<file path="src/rtl/init_seq_pkg.sv">
// Shared state encoding, counter width and parameter defaults for the init/reset sequencer.
package init_seq_pkg;

    localparam int CNT_W           = 16;
    localparam int DROP_W          = 8;
    localparam int DEF_SYNC_STAGES = 2;
    localparam int DEF_HOLD_CYCLES = 16;
    localparam int DEF_STAGE_GAP   = 8;

    typedef enum logic [1:0] {
        ST_IDLE   = 2'd0,
        ST_HOLD   = 2'd1,
        ST_PERIPH = 2'd2,
        ST_RUN    = 2'd3
    } state_e;

endpackage

</file>
<file path="src/rtl/init_sync_cell.sv">
// Single-bit multi-flop synchronizer with asynchronous active-low clear.
module init_sync_cell #(
    parameter int STAGES = 2
) (
    input  logic clk_i,
    input  logic rst_n_i,
    input  logic d_i,
    output logic q_o
);

    logic [STAGES-1:0] sync_q;

    always_ff @(posedge clk_i or negedge rst_n_i) begin
        if (!rst_n_i) begin
            sync_q <= '0;
        end else begin
            sync_q <= {sync_q[STAGES-2:0], d_i};
        end
    end

    assign q_o = sync_q[STAGES-1];

endmodule

</file>
<file path="src/rtl/init_reset_sequencer.sv">
// Two-stage reset release sequencer gated by synchronized init/lock qualifiers.
//   state     | meaning
//   ST_IDLE   | all resets asserted, waiting for qual
//   ST_HOLD   | qual stable, counting HOLD_CYCLES before peripheral release
//   ST_PERIPH | peripheral reset released, counting STAGE_GAP before fabric release
//   ST_RUN    | both resets released, INIT_READY high
module init_reset_sequencer
    import init_seq_pkg::*;
#(
    parameter int SYNC_STAGES = DEF_SYNC_STAGES,
    parameter int HOLD_CYCLES = DEF_HOLD_CYCLES,
    parameter int STAGE_GAP   = DEF_STAGE_GAP
) (
    input  logic              CLK,
    input  logic              RESETN,
    input  logic              DEVICE_INIT_DONE,
    input  logic              XCVR_INIT_DONE,
    input  logic              PLL_LOCK,
    input  logic              EXT_RST_N,
    output logic              PERIPH_RESET_N,
    output logic              FABRIC_RESET_N,
    output logic              INIT_READY,
    output logic [DROP_W-1:0] DROP_COUNT
);

    localparam logic [CNT_W-1:0] HOLD_LAST = CNT_W'(HOLD_CYCLES - 1);
    localparam logic [CNT_W-1:0] GAP_LAST  = CNT_W'(STAGE_GAP - 1);

    logic [3:0] raw_async;
    logic [3:0] sync_s;
    logic       qual;

    state_e              state_q, state_d;
    logic [CNT_W-1:0]    cnt_q, cnt_d;
    logic [DROP_W-1:0]   drop_q, drop_d;
    logic                periph_q, periph_d;
    logic                fabric_q, fabric_d;
    logic                ready_q, ready_d;

    assign raw_async = {DEVICE_INIT_DONE, XCVR_INIT_DONE, PLL_LOCK, EXT_RST_N};

    for (genvar i = 0; i < 4; i++) begin : g_sync
        init_sync_cell #(
            .STAGES(SYNC_STAGES)
        ) u_sync (
            .clk_i  (CLK),
            .rst_n_i(RESETN),
            .d_i    (raw_async[i]),
            .q_o    (sync_s[i])
        );
    end

    assign qual = &sync_s;

    always_ff @(posedge CLK or negedge RESETN) begin
        if (!RESETN) begin
            state_q  <= ST_IDLE;
            cnt_q    <= '0;
            drop_q   <= '0;
            periph_q <= 1'b0;
            fabric_q <= 1'b0;
            ready_q  <= 1'b0;
        end else begin
            state_q  <= state_d;
            cnt_q    <= cnt_d;
            drop_q   <= drop_d;
            periph_q <= periph_d;
            fabric_q <= fabric_d;
            ready_q  <= ready_d;
        end
    end

    always_comb begin
        state_d = state_q;
        cnt_d   = cnt_q;
        drop_d  = drop_q;

        unique case (state_q)
            ST_IDLE: begin
                if (qual) begin
                    state_d = ST_HOLD;
                    cnt_d   = '0;
                end
            end
            ST_HOLD: begin
                if (qual && cnt_q == HOLD_LAST) begin
                    state_d = ST_PERIPH;
                    cnt_d   = '0;
                end else if (qual) begin
                    cnt_d = cnt_q + CNT_W'(1);
                end
            end
            ST_PERIPH: begin
                if (qual && cnt_q == GAP_LAST) begin
                    state_d = ST_RUN;
                    cnt_d   = '0;
                end else if (qual) begin
                    cnt_d = cnt_q + CNT_W'(1);
                end
            end
            ST_RUN: begin
                cnt_d = cnt_q;
            end
            default: begin
                state_d = ST_IDLE;
                cnt_d   = '0;
            end
        endcase

        // Any qualifier loss outside IDLE aborts the sequence; the hold window restarts from zero.
        if (!qual && state_q != ST_IDLE) begin
            state_d = ST_IDLE;
            cnt_d   = '0;
            drop_d  = (drop_q == '1) ? drop_q : drop_q + DROP_W'(1);
        end
    end

    // Outputs decode the next state so they change on the same edge as the state register.
    always_comb begin
        periph_d = (state_d == ST_PERIPH) || (state_d == ST_RUN);
        fabric_d = (state_d == ST_RUN);
        ready_d  = (state_d == ST_RUN);
    end

    assign PERIPH_RESET_N = periph_q;
    assign FABRIC_RESET_N = fabric_q;
    assign INIT_READY     = ready_q;
    assign DROP_COUNT     = drop_q;

endmodule

</file>
<file path="config.mk">
export PLATFORM = sky130hd
export DESIGN_NAME = init_reset_sequencer
export DESIGN_NICKNAME = d
export VERILOG_FILES = /design/src/rtl/init_seq_pkg.sv /design/src/rtl/init_sync_cell.sv /design/src/rtl/init_reset_sequencer.sv
export SDC_FILE = /design/constraint.sdc
export NUM_CORES = 1
export LEC_CHECK = 0
export BUFFER_PORTS_ARGS = -buffer_cell sky130_fd_sc_hd__buf_2
export CAP_MARGIN = 20
export CORE_MARGIN = 4
export CORE_UTILIZATION = 61
export DETAILED_ROUTE_END_ITERATION = 8
export GPL_ROUTABILITY_DRIVEN = 1
export PLACE_DENSITY_LB_ADDON = 0.2
export SYNTH_ARGS = -nofsm -noshare
export SYNTH_HDL_FRONTEND = slang
export SYNTH_SLANG_ARGS = --single-unit
</file>
<file path="constraint.sdc">
create_clock -name CLK -period 3.5 [get_ports CLK]
set_input_delay 0.7 -clock CLK [delete_from_list [all_inputs] [get_ports CLK]]
set_output_delay 0.7 -clock CLK [all_outputs]
set_load 0.03 [all_outputs]
</file>
## Yosys cells after proc, flatten, opt, wreduce, memory -nomap -nowiden

Index checks and enable logic that the tools add are counted.

- Register bits after elaboration: 36
- Bits in latches: 0
- RAM bits: 0
- Memory bits (read-only): 0
- Output and inout port bits: 11
- Word-level logic and storage cells: 43
- Memories: 0

- Add/subtract/negate cells: 2
- Multiply operators: 0
- Div/mod/pow operators: 0
- Order comparisons: 0
- Equality and inequality tests: 10
- Shift-type cells: 0
- Mux-type cells: 11
- Bitwise gates (word level): 1
- Reductions and logical operators: 10

Operators with widths:

| cell | number |
|---|---|
| two-way mux 16 bit | 5 |
| one-hot mux 16 bit (3 select lines) | 1 |
| adder 16 x 1 -> 16 bit, second input constant | 1 |
| == test 16 x 3 -> 1 bit, second input constant | 1 |
| == test 16 x 4 -> 1 bit, second input constant | 1 |
| adder 8 x 1 -> 8 bit, second input constant | 1 |
| == test 2 bit, second input constant | 4 |
| == test 8 bit, second input constant | 1 |
| two-way mux 2 bit | 4 |
| one-hot mux 2 bit (3 select lines) | 1 |
| AND reduction 2 bit | 2 |
| AND reduction 4 bit | 1 |
| logical AND 1 bit | 3 |
| inequality test 3 bit, second input constant | 1 |
| == test 2 x 1 -> 1 bit, second input constant | 1 |
| logical NOT 2 bit | 1 |
| inequality test 2 bit, second input constant | 1 |
| nonzero test 2 bit | 1 |
| logical NOT 1 bit | 1 |
| logical OR 1 bit | 1 |
| inverter 1 bit | 1 |

## Logic depth before layout (Yosys ltp)

- Word-level depth: 7
- Gate-level depth with buffers: 8
- Mapped depth without buffers: 7

## Modules after synthesis

Synthesis repeated with hierarchy kept, for this count alone.

- Cell total of the unflattened synthesis: 190
- Area total of the unflattened synthesis: 1,986.9 um^2

Modules (own cells, without submodules):

| module | times used | cells each | area each (um^2) | sequential area each (um^2) |
|---|---|---|---|---|
| init_reset_sequencer | 1 | 182 | 1,786.7 | 700.7 |
| init_sync_cell | 4 | 2 | 50.0 | 50.0 |

## Worst setup path after synthesis

OpenSTA, ideal clock, no wires.

- Kind: reg2reg
- Start: reg cnt_q[11]
- End: reg cnt_q[11]
- Setup time: 0.132 ns
- Arrival: 1.701 ns
- Data required time: 3.368 ns
- Setup slack: 1.667 ns
- Stages on the path, launching flop included: 8
- Period minus slack after synthesis: 1.833 ns
- Cells stage by stage: dfrtp_1 > nor4_2 > nand3_1 > o41ai_2 > a21oi_2 > buf_2 > a21oi_1 > a31oi_1

- Longest elaborated chain between the ends: 5
- Elaborated cells between the ends (all ways): 10
- Classes of those cells: add/sub (1); eq/ne (2); mux (5); reduce/logical (2)

RTL lines:

| what | RTL line | RTL |
|---|---|---|
| from (decl) | init_reset_sequencer.sv:34 | `logic [CNT_W-1:0] cnt_q, cnt_d;` |
| from (signal assigned) | init_reset_sequencer.sv:65 | `cnt_q <= cnt_d;` |
| adder 16 x 1 -> 16 bit, or another cell as far along | init_reset_sequencer.sv:90, init_reset_sequencer.sv:98 |  |
| two-way mux 16 bit, or another cell as far along | init_reset_sequencer.sv:89, init_reset_sequencer.sv:97 |  |
| two-way mux 16 bit (on tied branches) | init_reset_sequencer.sv:94, init_reset_sequencer.sv:86 |  |
| one-hot mux 16 bit (3 select lines) (*) | init_reset_sequencer.sv:78 | `unique case (state_q)` |
| two-way mux 16 bit (*) | init_reset_sequencer.sv:111 | `if (!qual && state_q != ST_IDLE) begin` |

Mark *: on every way between the ends. The rest lies on a longest branch, timed or not.
A chain may end at the register's enable or synchronous reset.

## Final worst setup path

- Start: reg g_sync[2].u_sync.sync_q[1]
- End: reg cnt_q[5]

- Longest elaborated chain between the ends: 5
- Elaborated cells between the ends (all ways): 13
- Classes of those cells: eq/ne (2); mux (5); reduce/logical (6)

RTL lines:

| what | RTL line | RTL |
|---|---|---|
| from (decl) | init_sync_cell.sv:11 | `logic [STAGES-1:0] sync_q;` |
| from (signal assigned) | init_sync_cell.sv:17 | `sync_q <= {sync_q[STAGES-2:0], d_i};` |
| AND reduction 4 bit (*) | init_reset_sequencer.sv:53 | `assign qual = &sync_s;` |
| two-way mux 16 bit, or another cell as far along | -- |  |
| two-way mux 16 bit, or another cell as far along | init_reset_sequencer.sv:94 | `if (qual && cnt_q == GAP_LAST) begin` |
| one-hot mux 16 bit (3 select lines), or another cell as far along | init_reset_sequencer.sv:78 |  |
| two-way mux 16 bit or AND reduction 2 bit (tied branches) | -- |  |

Marks and branches as above.

==> results.cfg <==
[sta]
drv_slew = 0
finalHoldViolCount = 0
worst_pin_slew_ps = 807.9
fmax_mhz = 459.1
fin_setup_tns_ps = 0
max_slew_margin_pct = 46.14
skew_ps = 15.25
post-route-min-period_ps = 2178
rsz0062_at_grt = false
min_period_over_period_pct = 62.24
setup_viol = 0

[yosys]
postSynthAreaPerCell_um2 = 9.786
synth_seq_cells = 36
syn_area_um2 = 1752
ys_seq_area_share_pct = 51.43
postSynthCellCount = 179
yosys_warnings = 0
syn_nets = 192
yosysUniqueCellTypes = 38

[route]
drt_iter0_drc = 78
route.vias.total = 1379
firstDrtPassIters = 4
viasPerCell = 6.022
ant_nets = 0
drc_errors = 0
wl_per_cell_um = 14.52
wirelength_um = 3325

[floorplanning]
rows = 19
ios = 17
coreArea_um2 = 2758
die_y_um = 61.59
initial_core_util_pct = 63.52
fp.dieW_um = 61.59
dieArea_um2 = 3793

[critical_path]
cp_max_fo = 19
slowest_stage = a21oi_2
cp_data_required_time_ps = 3780
worst_setup_path_end_kind = flip-flop
crit_path_start_kind = flip-flop
critPathKind = flip-flop to flip-flop
r2r_setup_slack_ps = 1320
r2r-start = g_sync[2].u_sync.sync_q[1]
max_stage_delay_ps = 670
reg2regPathDepth = 6
path_cells = and4_1, nand4_1, o21ai_1, a21oi_2, o21ai_0, a31oi_1
worstPathArrival_ps = 2460
r2r_end = cnt_q[5]

[clock_network]
htreeDepth = 2
cts_buffer_depth = 2
cts_resized = 0
path_clk_slew_ps = 110
cts_made_buffers = 5
clkLatencyLatePin_ps = 350
ctsHoldBuffers = 0
cts_tree = yes
cts_setup_buffers = 0
cts_sinks = 36
cts-root-buf = clkbuf_4

[hold_path]
hold_depth = 0
hold_end = g_sync[2].u_sync.sync_q[1]
hp-class = flip-flop to flip-flop
hp-start = g_sync[2].u_sync.sync_q[0]

[layout]
area_growth_pct = 10.71
layout-drive-gt1-share_pct = 14.65
n_antenna_cell = 0
nNetsFinal = 210
fin_util_pct = 70.33
final_cell_mix = dfrtp_1 (36), nand2_1 (22), nand3_1 (21)
layout.cells.most_common = dfrtp_1
n_fill_cell = 202

[global_routing]
grt_max_degree = 37
grt_pass1_vias = 1301
grt_pass1_wl_um = 5595
overflow = 0
antenna_found_initial = 0
grtUsageTotal_pct = 20.40

[pwr]
ir_drop_uv = 675.8
total_power_mw = 1.096
p_leak_nw = 0.8702
power_density_nw_per_um2 = 565.4

[status]
outcome = complete, no violations

[placed_design]
port_buffers = 16
gp_congestion = 0.8970
dpl.hpwl_um = 2340

[run]
maxCapViolCount = 0
kinds of logic (layout without fill, tap and decap cells):
kind of cell | count (synthesis) | in the layout | share of synthesized area [%]
AOI/OAI and AO/OA | 30 | 30 | 11.07
xor gates and xnor gates | 7 | 7 | 3.500
adders and majority gates | 7 | 7 | 5.000
buffers and inverters | 13 | 32 | 3.214
DFF | 36 | 36 | 51.43
muxes | 2 | 2 | 1.214
and+or+nand+nor | 84 | 84 | 24.57
synth_stat cells, drive strengths merged:
cell | instances | area (um2)
a211oi | 1 | 7.510
a21o | 1 | 7.510
a21oi | 9 | 48.80
a221oi | 1 | 8.760
a31oi | 7 | 43.79
and2 | 3 | 18.77
and3 | 2 | 12.51
and4 | 1 | 8.760
buf | 4 | 22.52
clkbuf | 1 | 3.750
dfrtp | 36 | 900.9
ha | 7 | 87.58
inv | 8 | 30.03
mux2 | 1 | 11.26
mux2i | 1 | 10.01
nand2 | 22 | 82.58
nand2b | 1 | 6.260
nand3 | 21 | 105.1
nand3b | 1 | 7.510
nand4 | 6 | 37.54
nor2 | 9 | 33.78
nor2b | 2 | 12.51
nor3 | 4 | 20.02
nor4 | 3 | 25.02
o21a | 2 | 15.01
o21ai | 6 | 30.03
o22a | 1 | 10.01
o22ai | 1 | 6.260
o41ai | 1 | 16.27
or3 | 8 | 50.05
or4b | 1 | 10.01
xnor2 | 4 | 35.03
xor2 | 3 | 26.28
final cells by class:
| type | instances | area (um2) | share of cell area [%] |
|---|---|---|---|
| Sequential cell | 36 | 900.9 | 46.45 |
| Clock buffer | 7 | 65.06 | 3.355 |
| Multi-Input combinational cell | 130 | 794.5 | 40.97 |
| Inverter | 8 | 30.03 | 1.548 |
| Clock inverter | 1 | 30.03 | 1.548 |
| Tap cell | 31 | 38.79 | 2.000 |
| Timing Repair Buffer | 16 | 80.08 | 4.129 |
power breakdown:
part	switching, mW	internal (mW)	total [mW]
Clock	0.139	0.190	0.329
Sequential	0.0433	0.456	0.499
Combinational	0.180	0.0889	0.268
worst max path at each step:
stage | start | to | slack [ps] | cells after the start
after floorplan | cnt_q[11] | cnt_q[11] | 1670 | 7
after global placement | g_sync[2].u_sync.sync_q[1] | cnt_q[5] | 1430 | 6
after detailed placement | g_sync[2].u_sync.sync_q[1] | cnt_q[5] | 1380 | 6
after CTS | g_sync[2].u_sync.sync_q[1] | cnt_q[5] | 1350 | 6
after global routing | cnt_q[4] | cnt_q[9] | 1120 | 6
final | g_sync[2].u_sync.sync_q[1] | cnt_q[5] | 1320 | 6
critical path: cells and delay by family (launching register included):
family	cells	cell delay, ps
compound gates	4	1200
flops	1	390
simple gates	2	510
metal layers:
metal	part of all wire [%]	track usage [%]
met1	44	24.60
met2	49	32.88
met3	4.7	6.918
met4	2.1	9.394
met5	0	0
flip-flops by register name, indices dropped and copies added, names as in the netlist:
register	cells
cnt_q	16
DROP_COUNT	8
g_sync.u_sync.sync_q	8
state_q	2
INIT_READY	1
PERIPH_RESET_N	1
per-stage QoR:
stage | cell area (um2) | cells | hold WS [ps] | worst slack [ps]
6_report | 1939 | 229 | 349.8 | 1322
5_1_grt | 1939 | 229 | 365.9 | 1115
4_1_cts | 1939 | 229 | 358.9 | 1351
3_5_place_dp | 1844 | 221 | 336.3 | 1383
3_3_place_gp | 1844 | 221 | 331.7 | 1426
2_1_floorplan | 1752 | 179 | 331.2 | 1667
Power figures use the tool's default switching activity.
